$ cat config.mk
export PLATFORM = sky130hd
export DESIGN_NAME = csa_pipe_approx
export DESIGN_NICKNAME = d
export VERILOG_FILES = /design/src/rtl/csa_pipe_approx.sv
export SDC_FILE = /design/constraint.sdc
export NUM_CORES = 1
export LEC_CHECK = 0
export ABC_CLOCK_PERIOD_IN_PS = 11700
export CAP_MARGIN = 10
export CORE_MARGIN = 2
export CORE_UTILIZATION = 55
export CTS_CLUSTER_DIAMETER = 40
export DETAILED_ROUTE_END_ITERATION = 7
export GPL_ROUTABILITY_DRIVEN = 0
export PLACE_DENSITY = 0.79
export SLEW_MARGIN = 20
export SYNTH_ARGS = -nofsm -noshare
export SYNTH_HDL_FRONTEND = slang
export SYNTH_SLANG_ARGS = --single-unit
$ cat constraint.sdc
create_clock -name clk -period 11.7 [get_ports clk]
set_clock_uncertainty 0.05 [all_clocks]
set_input_delay 1.755 -clock clk [delete_from_list [all_inputs] [get_ports clk]]
set_output_delay 1.755 -clock clk [all_outputs]
set_load 0.05 [all_outputs]
$ cat src/rtl/csa_pipe_approx.sv
// -----------------------------------------------------------------------------
// csa_pipe_approx
//
// Pipelined carry-select adder with an optional approximate low-order region.
// The WIDTH-bit addition is split into NBLK = WIDTH/BLK slices, one slice per
// pipeline stage.  Each stage forms the slice sum for both possible carry-ins
// and keeps the one selected by the carry registered in the previous stage.
// Operand bits for later slices ride along the pipeline so that every stage
// works on its part of the same operand set.  Each stage's operand register
// only keeps the bits that later stages still need.
//
// In approximate mode the low APPROX_K sum bits are A|B, cin is ignored and
// the carry into bit APPROX_K is A[APPROX_K-1] & B[APPROX_K-1].  The upper bits
// and cout are the exact sum of the upper operand bits with that carry.
//
// Flow control is a single global advance: the whole pipeline moves when the
// output is empty or being taken, and freezes otherwise.
//
// Parameters
//   WIDTH     operand / sum width (multiple of BLK)
//   BLK       carry-select slice width
//   APPROX_K  number of approximate low sum bits (0..WIDTH-1)
//
// Ports
//   clk         clock, rising edge
//   rst         asynchronous active-high reset
//   A, B        operands
//   cin         carry-in (ignored in approximate mode when APPROX_K > 0)
//   approx_en   approximate mode for this operand set
//   in_valid    operand set present
//   in_ready    operand set can be accepted this cycle
//   S, cout     sum and carry-out
//   out_approx  result was produced in approximate mode
//   out_valid   S, cout, out_approx hold a result
//   out_ready   downstream accepts the result
// -----------------------------------------------------------------------------
module csa_pipe_approx #(
    parameter int WIDTH    = 32,
    parameter int BLK      = 8,
    parameter int APPROX_K = 8
) (
    input  logic             clk,
    input  logic             rst,
    input  logic [WIDTH-1:0] A,
    input  logic [WIDTH-1:0] B,
    input  logic             cin,
    input  logic             approx_en,
    input  logic             in_valid,
    output logic             in_ready,
    output logic [WIDTH-1:0] S,
    output logic             cout,
    output logic             out_approx,
    output logic             out_valid,
    input  logic             out_ready
);

    localparam int NBLK = WIDTH / BLK;

    logic advance;

    // Ripple sum of one slice for a given carry-in.  Bits below APPROX_K in
    // approximate mode produce a|b and pass on a&b as their carry, so the
    // carry leaving bit APPROX_K-1 is exactly A[K-1]&B[K-1] and the incoming
    // carry never reaches the exact region.
    function automatic logic [BLK:0] slice_add(
        input logic [BLK-1:0] a,
        input logic [BLK-1:0] b,
        input logic           c_in,
        input logic           approx,
        input int             base
    );
        logic [BLK-1:0] s;
        logic           c;
        s = '0;
        c = c_in;
        for (int j = 0; j < BLK; j++) begin
            if (approx && ((base + j) < APPROX_K)) begin
                s[j] = a[j] | b[j];
                c    = a[j] & b[j];
            end else begin
                s[j] = a[j] ^ b[j] ^ c;
                c    = (a[j] & b[j]) | (c & (a[j] ^ b[j]));
            end
        end
        return {c, s};
    endfunction

    genvar gi;
    generate
        for (gi = 0; gi < NBLK; gi++) begin : g_stage
            localparam int LO  = BLK * gi;
            localparam int SW  = BLK * (gi + 1);
            localparam int REM = WIDTH - SW;

            // Inputs seen by this stage
            logic [BLK-1:0] a_sl;
            logic [BLK-1:0] b_sl;
            logic           c_sel;
            logic           valid_d;
            logic           approx_d;
            logic [SW-1:0]  sum_d;

            // Both carry-select candidates and the chosen one
            logic [BLK:0]   res0;
            logic [BLK:0]   res1;
            logic [BLK:0]   res_sel;

            logic           valid_q;
            logic           approx_q;
            logic           carry_q;
            logic [SW-1:0]  sum_q;

            if (gi == 0) begin : g_src
                assign a_sl     = A[BLK-1:0];
                assign b_sl     = B[BLK-1:0];
                assign c_sel    = cin;
                assign valid_d  = in_valid;     // in_valid=0 injects a bubble
                assign approx_d = approx_en;
                assign sum_d    = res_sel[BLK-1:0];
            end else begin : g_src
                assign a_sl     = g_stage[gi-1].g_ops.a_rem_q[BLK-1:0];
                assign b_sl     = g_stage[gi-1].g_ops.b_rem_q[BLK-1:0];
                assign c_sel    = g_stage[gi-1].carry_q;
                assign valid_d  = g_stage[gi-1].valid_q;
                assign approx_d = g_stage[gi-1].approx_q;
                assign sum_d    = {res_sel[BLK-1:0], g_stage[gi-1].sum_q};
            end

            assign res0    = slice_add(a_sl, b_sl, 1'b0, approx_d, LO);
            assign res1    = slice_add(a_sl, b_sl, 1'b1, approx_d, LO);
            assign res_sel = c_sel ? res1 : res0;

            always_ff @(posedge clk or posedge rst) begin
                if (rst) begin
                    valid_q  <= 1'b0;
                    approx_q <= 1'b0;
                    carry_q  <= 1'b0;
                    sum_q    <= '0;
                end else if (advance) begin
                    valid_q  <= valid_d;
                    approx_q <= approx_d;
                    carry_q  <= res_sel[BLK];
                    sum_q    <= sum_d;
                end
            end

            // Operand bits still needed by the stages after this one
            if (REM > 0) begin : g_ops
                logic [REM-1:0] a_rem_d;
                logic [REM-1:0] b_rem_d;
                logic [REM-1:0] a_rem_q;
                logic [REM-1:0] b_rem_q;

                if (gi == 0) begin : g_from_port
                    assign a_rem_d = A[WIDTH-1:BLK];
                    assign b_rem_d = B[WIDTH-1:BLK];
                end else begin : g_from_prev
                    assign a_rem_d = g_stage[gi-1].g_ops.a_rem_q[REM+BLK-1:BLK];
                    assign b_rem_d = g_stage[gi-1].g_ops.b_rem_q[REM+BLK-1:BLK];
                end

                always_ff @(posedge clk or posedge rst) begin
                    if (rst) begin
                        a_rem_q <= '0;
                        b_rem_q <= '0;
                    end else if (advance) begin
                        a_rem_q <= a_rem_d;
                        b_rem_q <= b_rem_d;
                    end
                end
            end
        end
    endgenerate

    assign out_valid  = g_stage[NBLK-1].valid_q;
    assign out_approx = g_stage[NBLK-1].approx_q;
    assign cout       = g_stage[NBLK-1].carry_q;
    assign S          = g_stage[NBLK-1].sum_q;

    // The pipeline only moves when the output slot is free or being drained.
    assign advance  = out_ready || !out_valid;
    assign in_ready = advance;

endmodule

# Word level (Yosys, flattened, before mapping)
# Cells that the tools add are included.
dict set report word_totals {
  out_inout_bits 36
  input_bits 70
  ff_bits 188
  wordCells 307
}
dict set report op_classes {
  bitwise_logic 248
  mux 35
  n_reduce_logical 2
}
# op n
set op_table {}
lappend op_table {{bitwise AND 1 bit} 88}
lappend op_table {{bitwise XOR 1 bit} 88}
lappend op_table {{OR 1 bit} 68}
lappend op_table {{2-to-1 mux 9 bit} 4}
lappend op_table {{2-to-1 mux 1 bit} 31}
lappend op_table {{NOT 1 bit} 4}
lappend op_table {{logical NOT 1 bit} 1}
lappend op_table {{logical OR 1 bit} 1}

# Depth between registers and ports, before layout
# Gate-level depths: netlist of run 1.
dict set report logic_depth {
  ltp_word 25
  ltp_mapped 23
}

# Worst setup path after synthesis of run 1
# No wires, ideal clock.
dict set report synth_timing {
  path_kind {input to register}
  start {input port approx_en}
  end {register g_stage[0].sum_q[7]}
  n_path_buf 2
  stages 23
  arrival_ns 6.113
  setup_ns 0.065
  slack_ns 5.473
  cell_sequence {buf_2 clkbuf_1 nand2_1 o21ai_0 fa_1 inv_1 o21ai_0 fa_1 inv_1 o21ai_0 fa_1 inv_1 o21ai_0 fa_1 inv_1 o21ai_0 fa_1 mux2_2 fa_1 mux2i_1 fa_1 a211oi_1 o22a_1}
}
dict set report synth_via {
  elab_chain_len 22
}
# item line_no
set synth_rtl {}
lappend synth_rtl {{from (decl)} 47} ;# input logic approx_en,
lappend synth_rtl {{2-to-1 mux 1 bit} 77} ;# if (approx && ((base + j) < APPROX_K)) begin
lappend synth_rtl {{bitwise AND 1 bit} 82} ;# c = (a[j] & b[j]) | (c & (a[j] ^ b[j]));
lappend synth_rtl {{OR 1 bit} 82}
lappend synth_rtl {{2-to-1 mux 1 bit} 77}
lappend synth_rtl {{bitwise AND 1 bit} 82}
lappend synth_rtl {{OR 1 bit} 82}
lappend synth_rtl {{2-to-1 mux 1 bit} 77}
lappend synth_rtl {{bitwise AND 1 bit} 82}
lappend synth_rtl {{(+6 left out)} --}
lappend synth_rtl {{OR 1 bit} 82}
lappend synth_rtl {{2-to-1 mux 1 bit} 77}
lappend synth_rtl {{bitwise AND 1 bit} 82}
lappend synth_rtl {{OR 1 bit} 82}
lappend synth_rtl {{2-to-1 mux 1 bit} 77}
lappend synth_rtl {{bitwise XOR 1 bit} 81} ;# s[j] = a[j] ^ b[j] ^ c;
lappend synth_rtl {{2-to-1 mux 1 bit} 77}
lappend synth_rtl {{2-to-1 mux 9 bit (*)} 131} ;# assign res_sel = c_sel ? res1 : res0;
lappend synth_rtl {{to (signal assigned)} 143} ;# sum_q <= sum_d;
lappend synth_rtl {{to (decl)} 111} ;# logic [SW-1:0] sum_q;
# Every way passes the cells marked *; elsewhere a longest branch is shown, timed or not.
# A chain may end at the register's enable or synchronous reset.

# Final worst setup path of run 1
dict set report layout_timing {
  start {input port B[0]}
  end {register g_stage[0].sum_q[7]}
}
dict set report layout_via {
  elab_chain_len 24
}
# item line_no
set layout_rtl {}
lappend layout_rtl {{from (decl)} 45} ;# input logic [WIDTH-1:0] B,
lappend layout_rtl {{bitwise AND 1 bit or bitwise XOR 1 bit (tied branches)} {79, 82}}
lappend layout_rtl {{OR 1 bit} 82}
lappend layout_rtl {{2-to-1 mux 1 bit} 77}
lappend layout_rtl {{bitwise AND 1 bit} 82}
lappend layout_rtl {{OR 1 bit} 82}
lappend layout_rtl {{2-to-1 mux 1 bit} 77}
lappend layout_rtl {{bitwise AND 1 bit} 82}
lappend layout_rtl {{OR 1 bit} 82}
lappend layout_rtl {{(+8 left out)} --}
lappend layout_rtl {{OR 1 bit} 82}
lappend layout_rtl {{2-to-1 mux 1 bit} 77}
lappend layout_rtl {{bitwise AND 1 bit} 82}
lappend layout_rtl {{OR 1 bit} 82}
lappend layout_rtl {{2-to-1 mux 1 bit} 77}
lappend layout_rtl {{bitwise XOR 1 bit} 81}
lappend layout_rtl {{2-to-1 mux 1 bit} 77}
lappend layout_rtl {{2-to-1 mux 9 bit (*)} 131}
# Marks and branches as above.

==> results of run 1 <==
kinds of logic after synthesis:
logic type,count (synthesis),share of synthesized area (%)
muxes,9,1.14
adders and majority gates,58,11.7
AOI/OAI and AO/OA,54,3.36
DFF,188,55.5
xor gates and xnor gates,4,0.413
and+or+nand+nor,520,23.2
buffers and inverters,89,4.74
per-stage QoR:
stage               instances  setup slack (ns)
finish                   1204              5.11
global route             1204              4.74
CTS                      1204              4.25
detailed placement       1172              3.83
global placement         1172              4.04
floorplan                 922              4.78
worst max-delay path, stage by stage:
cell and delay, ns:
clkdlybuf4s50_1 0.43, ha_1 0.20, nand2_1 0.06, o21ai_0 0.11, fa_1 0.39, inv_1 0.05, o21ai_0 0.10, fa_1 0.41
inv_1 0.06, o21ai_0 0.11, fa_1 0.42, inv_1 0.06, o21ai_0 0.10, fa_1 0.41, inv_1 0.06, o21ai_0 0.10
fa_1 0.41, mux2_2 0.28, fa_1 0.36, mux2i_1 0.17, fa_1 0.43, a211oi_1 0.24, o22a_1 0.17
flip-flops by register name, summed over array words and instances, names as in the netlist:
| name | cells |
|---|---|
| out_valid | 1 |
| S | 32 |
| g_stage.g_ops.b_rem_q | 48 |
| g_stage.valid_q | 3 |
| g_stage.g_ops.a_rem_q | 48 |
| g_stage.carry_q | 3 |
| g_stage.approx_q | 3 |
| out_approx | 1 |
| cout | 1 |
| g_stage.sum_q | 48 |
worst min-delay path by stage:
stage / from / to / cells past startpoint
finish: g_stage[2].sum_q[2]$_DFFE_PP0P_ / S[2]$_DFFE_PP0P_ / 2
global route: g_stage[1].sum_q[10]$_DFFE_PP0P_ / g_stage[2].sum_q[10]$_DFFE_PP0P_ / 2
CTS: g_stage[2].sum_q[2]$_DFFE_PP0P_ / S[2]$_DFFE_PP0P_ / 2
detailed placement: g_stage[2].valid_q$_DFFE_PP0P_ / g_stage[2].valid_q$_DFFE_PP0P_ / 2
global placement: g_stage[2].valid_q$_DFFE_PP0P_ / g_stage[2].valid_q$_DFFE_PP0P_ / 2
floorplan: g_stage[2].valid_q$_DFFE_PP0P_ / g_stage[2].valid_q$_DFFE_PP0P_ / 2
routing by layer:
| metal | global-route usage, % | wire length [um] |
|---|---|---|
| met1 | 26.0 | 6510 |
| met2 | 32.4 | 7620 |
| met3 | 4.42 | 500 |
| met4 | 6.14 | 139 |
| met5 | 0 | 0 |
synth_stat cells, types with 2 or more instances:
library cell	instances	area [sq um]
mux2_2	5	56.3
o21ai_0	34	170
nor2b_1	5	31.3
a21oi_1	14	70.1
buf_6	2	22.5
nand2_1	501	1880
fa_1	35	701
xnor2_1	3	26.3
inv_1	41	154
ha_1	23	288
dfrtp_1	188	4700
nor2_1	13	48.8
mux2i_1	4	40.0
o31ai_1	2	15.0
buf_2	39	195
clkbuf_1	5	18.8
power by group through the flow:
stage / registers, uW / clock network (uW) / logic [uW]
after floorplan: 1280 / 0 / 541
after global placement: 1090 / 0 / 981
after detailed placement: 1110 / 0 / 1010
after CTS: 1100 / 564 / 1020
after global routing: 1130 / 590 / 1140
final: 1090 / 550 / 1000
layout make-up:
class                      instances  share of cell area, %
clock buffer                      22                   4.77
clock inverter                    10                  0.864
inverter                          42                   1.68
multi-input combinational        645                   33.3
sequential                       188                   46.4
tap                              188                   2.32
timing repair buffer             109                   10.6
==> impl_metrics.py, run 1 <==
metrics = {
    "outcome": {
        "status": "complete, no violations",
    },
    "synth": {
        "synth_cell_types": 24,
        "synth_seq_area_share_pct": 55.5,
        "syn_nets": 1050,
        "synthFlopType": "dfrtp_1",
        "syn_inst": 922,
        "avgSynthCellArea_sq_um": 9.20,
        "synthArstFlopShare_pct": 100,
        "ys_ff_latch": 188,
        "yosys_warnings": 0,
        "synth_edf_count": 0,
        "synth_area_sq_um": 8480,
    },
    "grt": {
        "grt_antenna_before_repair": 0,
        "grt_pass1_wl_mm": 25.5,
        "grt_max_degree": 117,
        "gr-total-overflow": 0,
        "grt_pass1_vias": 5571,
        "track_usage_pct": 19.6,
    },
    "critical_path": {
        "crit_path_end_kind": "flip-flop",
        "setup.worst_path.class": "input port to flip-flop",
        "rr_startpoint": "g_stage[2].g_ops.a_rem_q[0]$_DFFE_PP0P_",
        "cp.arrival_ns": 6.90,
        "r2r_end": "S[31]$_DFFE_PP0P_",
        "required_ns": 12.01,
        "start_kind": "input port",
        "r2r_slack_ns": 7.81,
        "reg2reg_depth": 12,
        "critPathMaxFanout": 2,
        "endpoint": "g_stage[0].sum_q[7]$_DFFE_PP0P_",
        "crit_start": "B[0]",
    },
    "power_and_ir_drop": {
        "p_comb_share_pct": 37.8,
        "clockPowerShare_pct": 20.8,
        "switching_share_pct": 39.0,
        "p_leak_uw": 0.00521,
        "p_per_area_nw_per_um2": 261,
        "seqPwrFrac_pct": 41.4,
        "ir_drop_v": 0.000185,
        "p_sw_uw": 1030,
        "p_total_uw": 2640,
        "internal_power_uw": 1610,
    },
    "layout": {
        "multi_input_area_sq_um": 3380,
        "final-seq-area_sq_um": 4700,
        "layout-drive-gt1-share_pct": 4.33,
        "layout_common_cells": "501 x nand2_1, 188 x dfrtp_1, 104 x clkdlybuf4s50_1",
        "syn_to_final_growth_pct": 19.6,
        "final_area_sq_um": 10100,
        "fillers": 1206,
        "final_util_pct": 67.0,
        "final_common_cell": "nand2_1",
        "antenna_cells": 0,
        "finish.net_count": 1131,
    },
    "timing": {
        "tns_ns": 0,
        "slew_headroom_pct": 36.4,
        "tightest_slew_ns": 0.955,
        "max_freq_mhz": 152,
        "fin_crit_ns": 6.59,
        "setup_viol": 0,
        "hold_ws_ns": 0.412,
        "hold_violations": 0,
        "fin_crit_sh_pct": 56.3,
        "grt_setup_unrepaired": "no",
        "slew_viol_final": 0,
    },
    "detailed_routing": {
        "ant_nets": 0,
        "wl_per_cell_um": 12.3,
        "drc": 0,
        "vias_per_cell": 4.87,
        "vias": 5860,
        "initialDrtViolationCount": 352,
        "wirelength_mm": 14.8,
        "firstDrtPassIters": 4,
    },
    "floorplan": {
        "die_area_sq_um": 16400,
        "initial_utilization_pct": 56.0,
        "die_h_um": 128,
        "coreArea_sq_um": 15100,
        "boundaryPins": 106,
        "die_w_um": 128,
        "rows": 45,
    },
    "flow_run": {
        "maxCapViolCount": 0,
    },
    "clock_tree": {
        "cts.repair.resized": 0,
        "cts_buffers": 17,
        "cts_root_buf": "clkbuf_16",
        "cts_setup_buffers": 0,
        "clock_latency_ns": 0.42,
        "max-clock-path-buffers": 2,
        "h-tree-depth": 4,
        "cts.sinks": 188,
        "holdBufCountCts": 0,
        "clkTransAtPathRegs_ns": 0.07,
        "cts_tree": "done",
    },
    "placed_design": {
        "dp_hpwl_mm": 9.40,
        "place_area_sq_um": 9570,
        "io_buffer_count": 105,
    },
    "min_path": {
        "hold_path_class": "flip-flop to flip-flop",
    },
}
No activity file was read; power rests on OpenSTA's default activity.
==> run 2: changes to the inputs <==
--- a/config.mk
+++ b/config.mk
@@ -5,7 +5,7 @@
 export SDC_FILE = /design/constraint.sdc
 export NUM_CORES = 1
 export LEC_CHECK = 0
-export ABC_CLOCK_PERIOD_IN_PS = 11700
+export ABC_CLOCK_PERIOD_IN_PS = 6400
 export CAP_MARGIN = 10
 export CORE_MARGIN = 2
 export CORE_UTILIZATION = 55
==> constraint.sdc (replaced) <==
create_clock -name clk -period 6.4 [get_ports clk]
set_clock_uncertainty 0.05 [all_clocks]
set_input_delay 0.96 -clock clk [delete_from_list [all_inputs] [get_ports clk]]
set_output_delay 0.96 -clock clk [all_outputs]
set_load 0.05 [all_outputs]
==> impl_metrics.py, run 2 (synthesized netlist as in run 1, its figures left out) <==
metrics = {
    "clock_tree": {
        "max-clock-path-buffers": 2,
        "cts_buffers": 17,
        "cts_setup_buffers": 0,
        "cts_root_buf": "clkbuf_16",
        "holdBufCountCts": 0,
        "clock_latency_ns": 0.42,
        "h-tree-depth": 4,
        "cts.sinks": 188,
        "clkTransAtPathRegs_ns": 0.07,
        "cts.repair.resized": 0,
        "cts_tree": "done",
    },
    "timing": {
        "slew_viol_final": 0,
        "fin_crit_ns": 5.87,
        "tightest_slew_ns": 0.917,
        "max_freq_mhz": 170,
        "setup_slack_ns": 0.527,
        "tns_ns": 0,
        "hold_violations": 0,
        "grt_setup_unrepaired": "no",
        "fin_crit_sh_pct": 91.8,
        "setup_viol": 0,
        "slew_headroom_pct": 38.8,
    },
    "layout": {
        "final_common_cell": "nand2_1",
        "fillers": 1195,
        "syn_to_final_growth_pct": 20.0,
        "antenna_cells": 0,
        "top_regs": "g_stage.g_ops.a_rem_q (48), g_stage.g_ops.b_rem_q (48), g_stage.sum_q (48)",
        "multi_input_area_sq_um": 3380,
        "layout-drive-gt1-share_pct": 4.23,
        "final-seq-area_sq_um": 4700,
        "finish.net_count": 1132,
        "layout_common_cells": "501 x nand2_1, 188 x dfrtp_1, 105 x clkdlybuf4s50_1",
    },
    "floorplan": {
        "initial_utilization_pct": 56.0,
        "coreArea_sq_um": 15100,
        "boundaryPins": 106,
        "die_area_sq_um": 16400,
        "rows": 45,
        "die_w_um": 128,
        "die_h_um": 128,
    },
    "critical_path": {
        "setup.worst_path.class": "input port to flip-flop",
        "start_kind": "input port",
        "critPathMaxFanout": 2,
        "crit_path_end_kind": "flip-flop",
        "reg2reg_depth": 12,
        "required_ns": 6.71,
        "cp.arrival_ns": 6.18,
        "r2r_end": "S[31]$_DFFE_PP0P_",
        "rr_startpoint": "g_stage[2].g_ops.a_rem_q[0]$_DFFE_PP0P_",
        "r2r_slack_ns": 2.49,
    },
    "flow_run": {
        "maxCapViolCount": 0,
    },
    "power_and_ir_drop": {
        "clockPowerShare_pct": 21.4,
        "p_comb_share_pct": 37.8,
        "p_per_area_nw_per_um2": 482,
        "p_total_uw": 4900,
        "p_sw_uw": 1900,
        "seqPwrFrac_pct": 40.8,
        "switching_share_pct": 38.8,
        "p_leak_uw": 0.00522,
        "ir_drop_v": 0.000399,
        "internal_power_uw": 3000,
    },
    "detailed_routing": {
        "initialDrtViolationCount": 347,
        "top_layer": "met4",
        "ant_nets": 0,
        "firstDrtPassIters": 4,
        "drc": 0,
        "routed-wl-met2_mm": 7.59,
        "wirelength_mm": 15.0,
        "vias_per_cell": 4.81,
        "wl_met3_um": 418,
        "wl_met1_mm": 6.81,
        "vias": 5798,
        "wl_per_cell_um": 12.5,
    },
    "grt": {
        "gr-total-overflow": 0,
        "track_usage_pct": 19.7,
        "grt_pass1_wl_mm": 25.7,
        "grt_antenna_before_repair": 0,
        "grt_pass1_vias": 5629,
        "grt_max_degree": 137,
    },
    "placed_design": {
        "dp_slack_ns": 0.138,
        "dp_hpwl_mm": 9.60,
        "io_buffer_count": 105,
    },
    "outcome": {
        "status": "complete, no violations",
    },
    "min_path": {
        "min_path_cells": 2,
        "min_from": "S[5]$_DFFE_PP0P_",
        "hold_path_class": "flip-flop to flip-flop",
        "hold-path-endpoint": "S[5]$_DFFE_PP0P_",
    },
}
run 2: final cells by class:
type,instances,area share (%)
sequential,188,46.2
multi-input combinational,645,33.2
timing repair buffer,110,10.7
clock buffer,23,4.80
tap,188,2.31
inverter,42,1.67
clock inverter,9,1.08
run 2: power groups by stage:
| stage | clock network [uW] | registers (uW) | logic [uW] |
|---|---|---|---|
| after floorplan | 0 | 2340 | 989 |
| after global placement | 0 | 2000 | 1800 |
| after detailed placement | 0 | 2020 | 1860 |
| after CTS | 1070 | 2010 | 1880 |
| after global routing | 1120 | 2070 | 2100 |
| final | 1050 | 2000 | 1850 |
run 2: per-stage QoR:
step | std cells | hold WS [ns] | utilization [%] | area [sq um]
after floorplan | 922 | 0.380 | - | 8480
after detailed placement | 1173 | 0.404 | 63.2 | 9580
after global routing | 1205 | 0.433 | 67.2 | 10200
after CTS | 1205 | 0.418 | 67.2 | 10200
final | 1205 | 0.413 | 67.2 | 10200
after global placement | 1173 | 0.396 | 63.2 | 9580
run 2: layer usage:
| metal | vias up | track usage [%] |
|---|---|---|
| li1 | 2946 | - |
| met1 | 2733 | 25.7 |
| met2 | 101 | 33.0 |
| met3 | 18 | 3.92 |
| met4 | 0 | 7.24 |
| met5 | - | 0 |
run 2: critical path, stage by stage:
cell and delay [ns]:
clkdlybuf4s50_1 0.43, ha_1 0.23, nand2_1 0.08, o21ai_0 0.13, fa_1 0.39, inv_1 0.07, o21ai_0 0.14, fa_1 0.41
inv_1 0.06, o21ai_0 0.10, fa_1 0.41, inv_1 0.07, o21ai_0 0.11, fa_1 0.40, inv_1 0.06, o21ai_0 0.10
fa_1 0.38, mux2_2 0.29, fa_1 0.36, mux2i_1 0.17, fa_1 0.43, a211oi_1 0.23, o22a_1 0.16
run 2: worst max path at each step:
stage          slack, ns  cells after the start                               to  startpoint
2_1_floorplan       0.28                      1                 S[0]$_DFFE_PP0P_         rst
3_3_place_gp        0.47                     23  g_stage[0].sum_q[7]$_DFFE_PP0P_        A[0]
3_5_place_dp        0.14                     23  g_stage[0].sum_q[7]$_DFFE_PP0P_        A[0]
4_1_cts             0.56                     23  g_stage[0].sum_q[7]$_DFFE_PP0P_        A[0]
5_1_grt             0.20                     23  g_stage[0].sum_q[7]$_DFFE_PP0P_        A[0]
6_report            0.53                     23  g_stage[0].sum_q[7]$_DFFE_PP0P_        A[0]
